`src/rtl/sram_arbiter.sv`:
```
// Two-port SRAM arbiter: round-robin grant, read-to-write turnaround bubble and read-return routing.
// Optional build macro SRAM_ARB_FIXED_PRIO_EN gives port 0 fixed priority under contention.
module sram_arbiter #(
    parameter int READ_LAT = 2,
    parameter int AW       = 20,
    parameter int DW       = 16
) (
    input  logic          clk,
    input  logic          aresetn,
    input  logic          p0_req,
    input  logic          p0_wen,
    input  logic [AW-1:0] p0_addr,
    input  logic [DW-1:0] p0_din,
    output logic          p0_ack,
    output logic          p0_rvalid,
    output logic [DW-1:0] p0_rdata,
    input  logic          p1_req,
    input  logic          p1_wen,
    input  logic [AW-1:0] p1_addr,
    input  logic [DW-1:0] p1_din,
    output logic          p1_ack,
    output logic          p1_rvalid,
    output logic [DW-1:0] p1_rdata,
    output logic          sram_wen,
    output logic [AW-1:0] sram_addr,
    output logic [DW-1:0] sram_din,
    input  logic [DW-1:0] sram_dout
);

    typedef enum logic [1:0] {
        IDLE = 2'd0,
        RD   = 2'd1,
        WR   = 2'd2
    } state_t;

    state_t        state_reg, state_next;
    logic          last_grant_reg, last_grant_next;

    logic          win_port;
    logic          win_wen;
    logic          any_req;
    logic          turnaround;
    logic          grant;

    logic          sram_wen_reg;
    logic [AW-1:0] sram_addr_reg;
    logic [DW-1:0] sram_din_reg;
    logic          cmd_rd_reg;
    logic          cmd_port_reg;

    logic [READ_LAT-1:0] pipe_valid_reg;
    logic [READ_LAT-1:0] pipe_port_reg;

    // Winner is picked before the turnaround gate so a blocked write is not
    // bypassed by a read from the other port in the same cycle.
    always_comb begin
        win_port        = 1'b0;
        any_req         = p0_req | p1_req;
        if (p0_req && p1_req) begin
`ifdef SRAM_ARB_FIXED_PRIO_EN
            win_port = 1'b0;
`else
            win_port = ~last_grant_reg;
`endif
        end else if (p1_req) begin
            win_port = 1'b1;
        end
        win_wen         = win_port ? p1_wen : p0_wen;
        turnaround      = (state_reg == RD) && win_wen;
        grant           = any_req && !turnaround && aresetn;
        p0_ack          = grant && !win_port;
        p1_ack          = grant && win_port;
        state_next      = IDLE;
        if (grant) begin
            state_next = win_wen ? WR : RD;
        end
        last_grant_next = grant ? win_port : last_grant_reg;
    end

    always_ff @(posedge clk or negedge aresetn) begin
        if (!aresetn) begin
            state_reg      <= IDLE;
            last_grant_reg <= 1'b1;
        end else begin
            state_reg      <= state_next;
            last_grant_reg <= last_grant_next;
        end
    end

    // Without a grant the wrapper sees a harmless read of the held address.
    always_ff @(posedge clk or negedge aresetn) begin
        if (!aresetn) begin
            sram_wen_reg  <= 1'b0;
            sram_addr_reg <= '0;
            sram_din_reg  <= '0;
            cmd_rd_reg    <= 1'b0;
            cmd_port_reg  <= 1'b0;
        end else begin
            sram_wen_reg <= grant && win_wen;
            cmd_rd_reg   <= grant && !win_wen;
            cmd_port_reg <= win_port;
            if (grant) begin
                sram_addr_reg <= win_port ? p1_addr : p0_addr;
                sram_din_reg  <= win_port ? p1_din  : p0_din;
            end
        end
    end

    generate
        for (genvar gi = 0; gi < READ_LAT; gi++) begin : g_ret
            if (gi == 0) begin : g_head
                always_ff @(posedge clk or negedge aresetn) begin
                    if (!aresetn) begin
                        pipe_valid_reg[gi] <= 1'b0;
                        pipe_port_reg[gi]  <= 1'b0;
                    end else begin
                        pipe_valid_reg[gi] <= cmd_rd_reg;
                        pipe_port_reg[gi]  <= cmd_port_reg;
                    end
                end
            end else begin : g_tail
                always_ff @(posedge clk or negedge aresetn) begin
                    if (!aresetn) begin
                        pipe_valid_reg[gi] <= 1'b0;
                        pipe_port_reg[gi]  <= 1'b0;
                    end else begin
                        pipe_valid_reg[gi] <= pipe_valid_reg[gi-1];
                        pipe_port_reg[gi]  <= pipe_port_reg[gi-1];
                    end
                end
            end
        end
    endgenerate

    assign sram_wen  = sram_wen_reg;
    assign sram_addr = sram_addr_reg;
    assign sram_din  = sram_din_reg;

    assign p0_rvalid = pipe_valid_reg[READ_LAT-1] && !pipe_port_reg[READ_LAT-1];
    assign p1_rvalid = pipe_valid_reg[READ_LAT-1] &&  pipe_port_reg[READ_LAT-1];
    assign p0_rdata  = sram_dout;
    assign p1_rdata  = sram_dout;

endmodule

```
`config.mk`:
```
export PLATFORM = sky130hd
export DESIGN_NAME = sram_arbiter
export DESIGN_NICKNAME = d
export VERILOG_FILES = /design/src/rtl/sram_arbiter.sv
export SDC_FILE = /design/constraint.sdc
export NUM_CORES = 1
export LEC_CHECK = 0
export ABC_AREA = 1
export BUFFER_PORTS_ARGS = -buffer_cell sky130_fd_sc_hd__buf_2
export CORE_UTILIZATION = 30
export DETAILED_ROUTE_END_ITERATION = 10
export HOLD_SLACK_MARGIN = 0.15
export MAX_ROUTING_LAYER = met4
export PLACE_DENSITY = 0.69
export REMOVE_ABC_BUFFERS = 1
export SLEW_MARGIN = 5
export SYNTH_ARGS = -nofsm -noshare
export SYNTH_HDL_FRONTEND = slang
export SYNTH_SLANG_ARGS = --single-unit
```
`constraint.sdc`:
```
create_clock -name clk -period 5.1 [get_ports clk]
set_clock_uncertainty 0.2 [all_clocks]
set_input_delay 1.02 -clock clk [delete_from_list [all_inputs] [get_ports clk]]
set_output_delay 1.02 -clock clk [all_outputs]
set_load 0.03 [all_outputs]
```
* Yosys cells after proc, flatten, opt, wreduce, memory -nomap -nowiden
Index checks and enable logic that the tools add are counted.
** Storage, ports and cells
- Register bits after elaboration :: 46
- Input port bits :: 94
- Output and inout bits :: 73
- Logic and storage cells :: 35
** Cells by class
- Eq/ne operators :: 1
- Multiplexer cells :: 7
- Bitwise operators :: 2
- Reduce and logical (&&, ||, !) cells :: 14
** Operators by type and width (count)
- $mux W20 :: 1
- $mux W16 :: 1
- $logic_and A1 B1 Y1 :: 10
- $logic_not A1 Y1 :: 4
- $mux W2 :: 2
- $mux W1 :: 3
- $eq A2 B1 Y1 const B :: 1
- $not A1 Y1 :: 1
- $or A1 B1 Y1 :: 1

* Depth between registers and ports, before layout
- Depth after elaboration :: 8
- Mapped depth :: 9
- Depth with buffers taken out :: 7

* Worst setup path after synthesis
OpenSTA, ideal clock, no wires.
- Kind :: input port to output port
- Start :: input port p0_req
- End :: output port p0_ack
- Arrival :: 2.014 ns
- Required time :: 3.880 ns
- Path slack :: 1.866 ns
- Stages :: 7
- Buffers on the path :: 2
- Cell sequence :: nand2_1 buf_4 nand3_2 nand3_2 nand2_2 buf_2 nor2_1
** On the way
- Cells in the longest elaborated chain, start to end :: 8
- Elaborated cells on any way between the ends :: 10
- Those cells by class :: mux (2); bitwise (1); reduce/logical (7)
** RTL lines
- from (decl) :: RTL line 10 : input logic p0_req,
- $logic_and A1 B1 Y1 :: RTL line 59 : if (p0_req && p1_req) begin
- $mux W1 :: RTL line 59
- $mux W1 :: RTL line 68 : win_wen = win_port ? p1_wen : p0_wen;
- $logic_and A1 B1 Y1 :: RTL line 69 : turnaround = (state_reg == RD) && win_wen;
- $logic_not A1 Y1 :: RTL line 70 : grant = any_req && !turnaround && aresetn;
- $logic_and A1 B1 Y1 (2 in series) :: RTL line 70
- $logic_and A1 B1 Y1 (*) :: RTL line 71 : p0_ack = grant && !win_port;
- to (decl) :: RTL line 14 : output logic p0_ack,
Every way passes the cells marked *; elsewhere a longest branch is shown, timed or not.

* Worst setup path after layout
Ends and elaborated chain as after synthesis.

==> flow_metrics.py <==
metrics = {
    "layout": {
        "drive_above_1_share": 0.324,
        "largest_reg_flops": 20,
        "diodes": 0,
        "final_cell_count_no_fill": 522,
        "final_core_util": 0.364,
        "nNetsFinal": 510,
        "syn_to_final_growth_pct": 18.5,
    },
    "grt": {
        "globalRouteOverflowTotal": 0,
        "grtUsageTotal": 0.164,
        "grt_pass1_vias": 2135,
        "antenna_found_initial": 0,
        "grt_pass1_wl_mm": 10.8,
        "grt_max_degree": 45,
    },
    "die": {
        "die_h_microns": 93.6,
        "die_x_microns": 93.6,
        "ios": 167,
        "fp.dieArea_sq_um": 8750,
        "core_sq_um": 8180,
        "initial_utilization": 0.308,
        "rows": 33,
    },
    "sta": {
        "worst_pin_slew_ns": 0.698,
        "relSlewSlack": 0.533,
        "fmax_mhz": 249,
        "fin_tns_setup_ns": 0,
        "finalCritPeriodShare": 0.786,
        "drv_slew": 0,
        "setup_viol": 0,
        "fin_crit_ns": 4.01,
        "rsz0062_at_grt": "false",
        "hold_violations": 0,
    },
    "pwr": {
        "clkPwrFrac": 0.224,
        "p_leak_nw": 1.82,
        "comb_power_share": 0.334,
        "power_density_nw_per_um2": 329,
        "internal-power_mw": 0.616,
        "p_total_mw": 0.980,
        "switching_share": 0.372,
        "ir_drop_v": 0.000119,
        "pwr-share-seq": 0.442,
        "power_switching_mw": 0.364,
    },
    "detailed_routing": {
        "viasPerCell": 4.49,
        "drt_iter0_markers": 87,
        "first_pass_iters": 4,
        "vias": 2346,
        "wl_mm": 6.87,
        "drt_drc_violations_left": 0,
        "wire_per_inst_microns": 13.2,
        "ant_nets": 0,
    },
    "clock_network": {
        "cts.htree.levels": 2,
        "cts_tree": "yes",
        "cts_root_buf": "clkbuf_8",
        "cts_sinks": 44,
        "cts_resized": 0,
        "clkLatencyLatePin_ns": 0.28,
        "clk_pin_slew_worst_paths_ns": 0.08,
        "cts_setup_buffers": 0,
        "cts_max_path_buffers": 2,
        "cts_buffers": 5,
        "ctsHoldBuffers": 0,
    },
    "synth": {
        "synth_common_cells": "150 x nand2_1, 74 x nand3_1, 43 x dfrtp_1",
        "avgSynthCellArea_sq_um": 7.38,
        "ys.warnings.count": 0,
        "yosysSeqAreaShare": 0.438,
        "synth_edf_count": 0,
        "ys_types": 14,
        "synth_area_sq_um": 2510,
        "synth_area_leader_cell": "dfrtp_1",
        "synth_top_area_share": 0.428,
        "yosys_register_bits": 44,
        "ys.flop_type": "dfrtp_1",
        "synth.most_common_cell": "nand2_1",
        "async_flop_share": 1.00,
        "synthTopCellsByArea": "dfrtp_1 43%, nand2_1 22%, nand3_1 15%",
        "syn_inst": 341,
    },
    "critical_path": {
        "ff2ff_setup_slack_ns": 2.78,
        "crit_fanout": 39,
        "rr_startpoint": "last_grant_reg",
        "cp.required_ns": 3.88,
        "start_kind": "input port",
        "worstReg2RegEnd": "sram_din[10]",
        "arrival_ns": 2.79,
        "path_class": "input port to output pin",
        "worstRegToRegCells": 7,
        "end_kind": "output pin",
    },
    "job": {
        "cap_violations": 0,
    },
    "hold_path": {
        "hp-start": "pipe_port_reg[0]",
        "min_path_type": "flop to flop",
        "min_path_cells": 0,
        "min_to": "pipe_port_reg[1]",
    },
    "run_status": {
        "status": "completed",
    },
    "placement": {
        "port_buffers": 118,
        "dp_cells": 514,
        "gp_congestion": 0.701,
        "dp_hpwl_mm": 4.96,
    },
}
-- layout make-up --
cell class | count | area, sq um
Clock buffer | 8 | 90.1
Fill cell | 902 | 5200
Inverter | 8 | 30.0
Multi-Input combinational cell | 233 | 990
Sequential cell | 44 | 1100
Tap cell | 105 | 131
Timing Repair Buffer | 124 | 636
-- power by group through the flow --
| stage | combinational (mW) | sequential (mW) | clock, mW |
|---|---|---|---|
| 2_1_floorplan | 0.105 | 0.536 | 0 |
| 3_3_place_gp | 0.326 | 0.439 | 0 |
| 3_5_place_dp | 0.332 | 0.440 | 0 |
| 5_1_grt | 0.362 | 0.440 | 0.246 |
| 4_1_cts | 0.332 | 0.434 | 0.230 |
| 6_report | 0.328 | 0.433 | 0.219 |
-- through the flow --
stage	instance area [sq um]	setup WS [ns]	hold slack, ns
after floorplan	2120	0.0137	0.131
after global placement	2890	1.07	0.131
after detailed placement	2890	1.05	0.143
after CTS	2980	1.04	0.161
after global routing	2980	0.813	0.164
final	2980	1.09	0.157
-- cell usage in the layout (no fill, tap or decap) --
master,count
nand2_1,150
buf_2,118
nand3_1,74
dfrtp_1,43
inv_1,8
clkbuf_8,6
buf_4,6
nor2_1,4
nand3_2,2
clkbuf_1,2
o21a_2,1
nand2_2,1
and2_1,1
dfstp_2,1
-- logic make-up (layout without fill, tap and decap cells) --
logic type | count (synthesis) | in the layout | synth area share
buffers and inverters | 64 | 140 | 0.168
flip-flops | 44 | 44 | 0.438
AND/OR/NAND/NOR | 232 | 232 | 0.390
AO/OA/AOI/OAI | 1 | 1 | 0.00348
-- metal layers --
metal / share of wire / vias to the layer above / global-route usage
li1: - / 1191 / -
met1: 0.46 / 1036 / 0.212
met2: 0.44 / 119 / 0.234
met3: 0.11 / 0 / 0.0805
met4: 0 / 0 / 0.0269
met5: 0 / - / -
-- critical path, stage by stage --
cell,delay [ns]
buf_2,0.11
nand2_1,0.49
nand2_1,0.16
nand2_1,0.13
nand3_2,0.08
nand2_2,0.53
nor2_1,0.07
buf_2,0.20
-- how the worst max path moves through the flow --
| stage | startpoint | end | slack [ns] | cells past startpoint |
|---|---|---|---|---|
| after floorplan | p0_req | p0_ack | 0.01 | 6 |
| after global placement | p0_req | p0_ack | 1.07 | 8 |
| after detailed placement | p0_req | p0_ack | 1.05 | 8 |
| after CTS | p0_req | p0_ack | 1.04 | 8 |
| after global routing | p0_req | p0_ack | 0.81 | 8 |
| final | p0_req | p0_ack | 1.09 | 8 |
(Power assumes the default switching activity.)
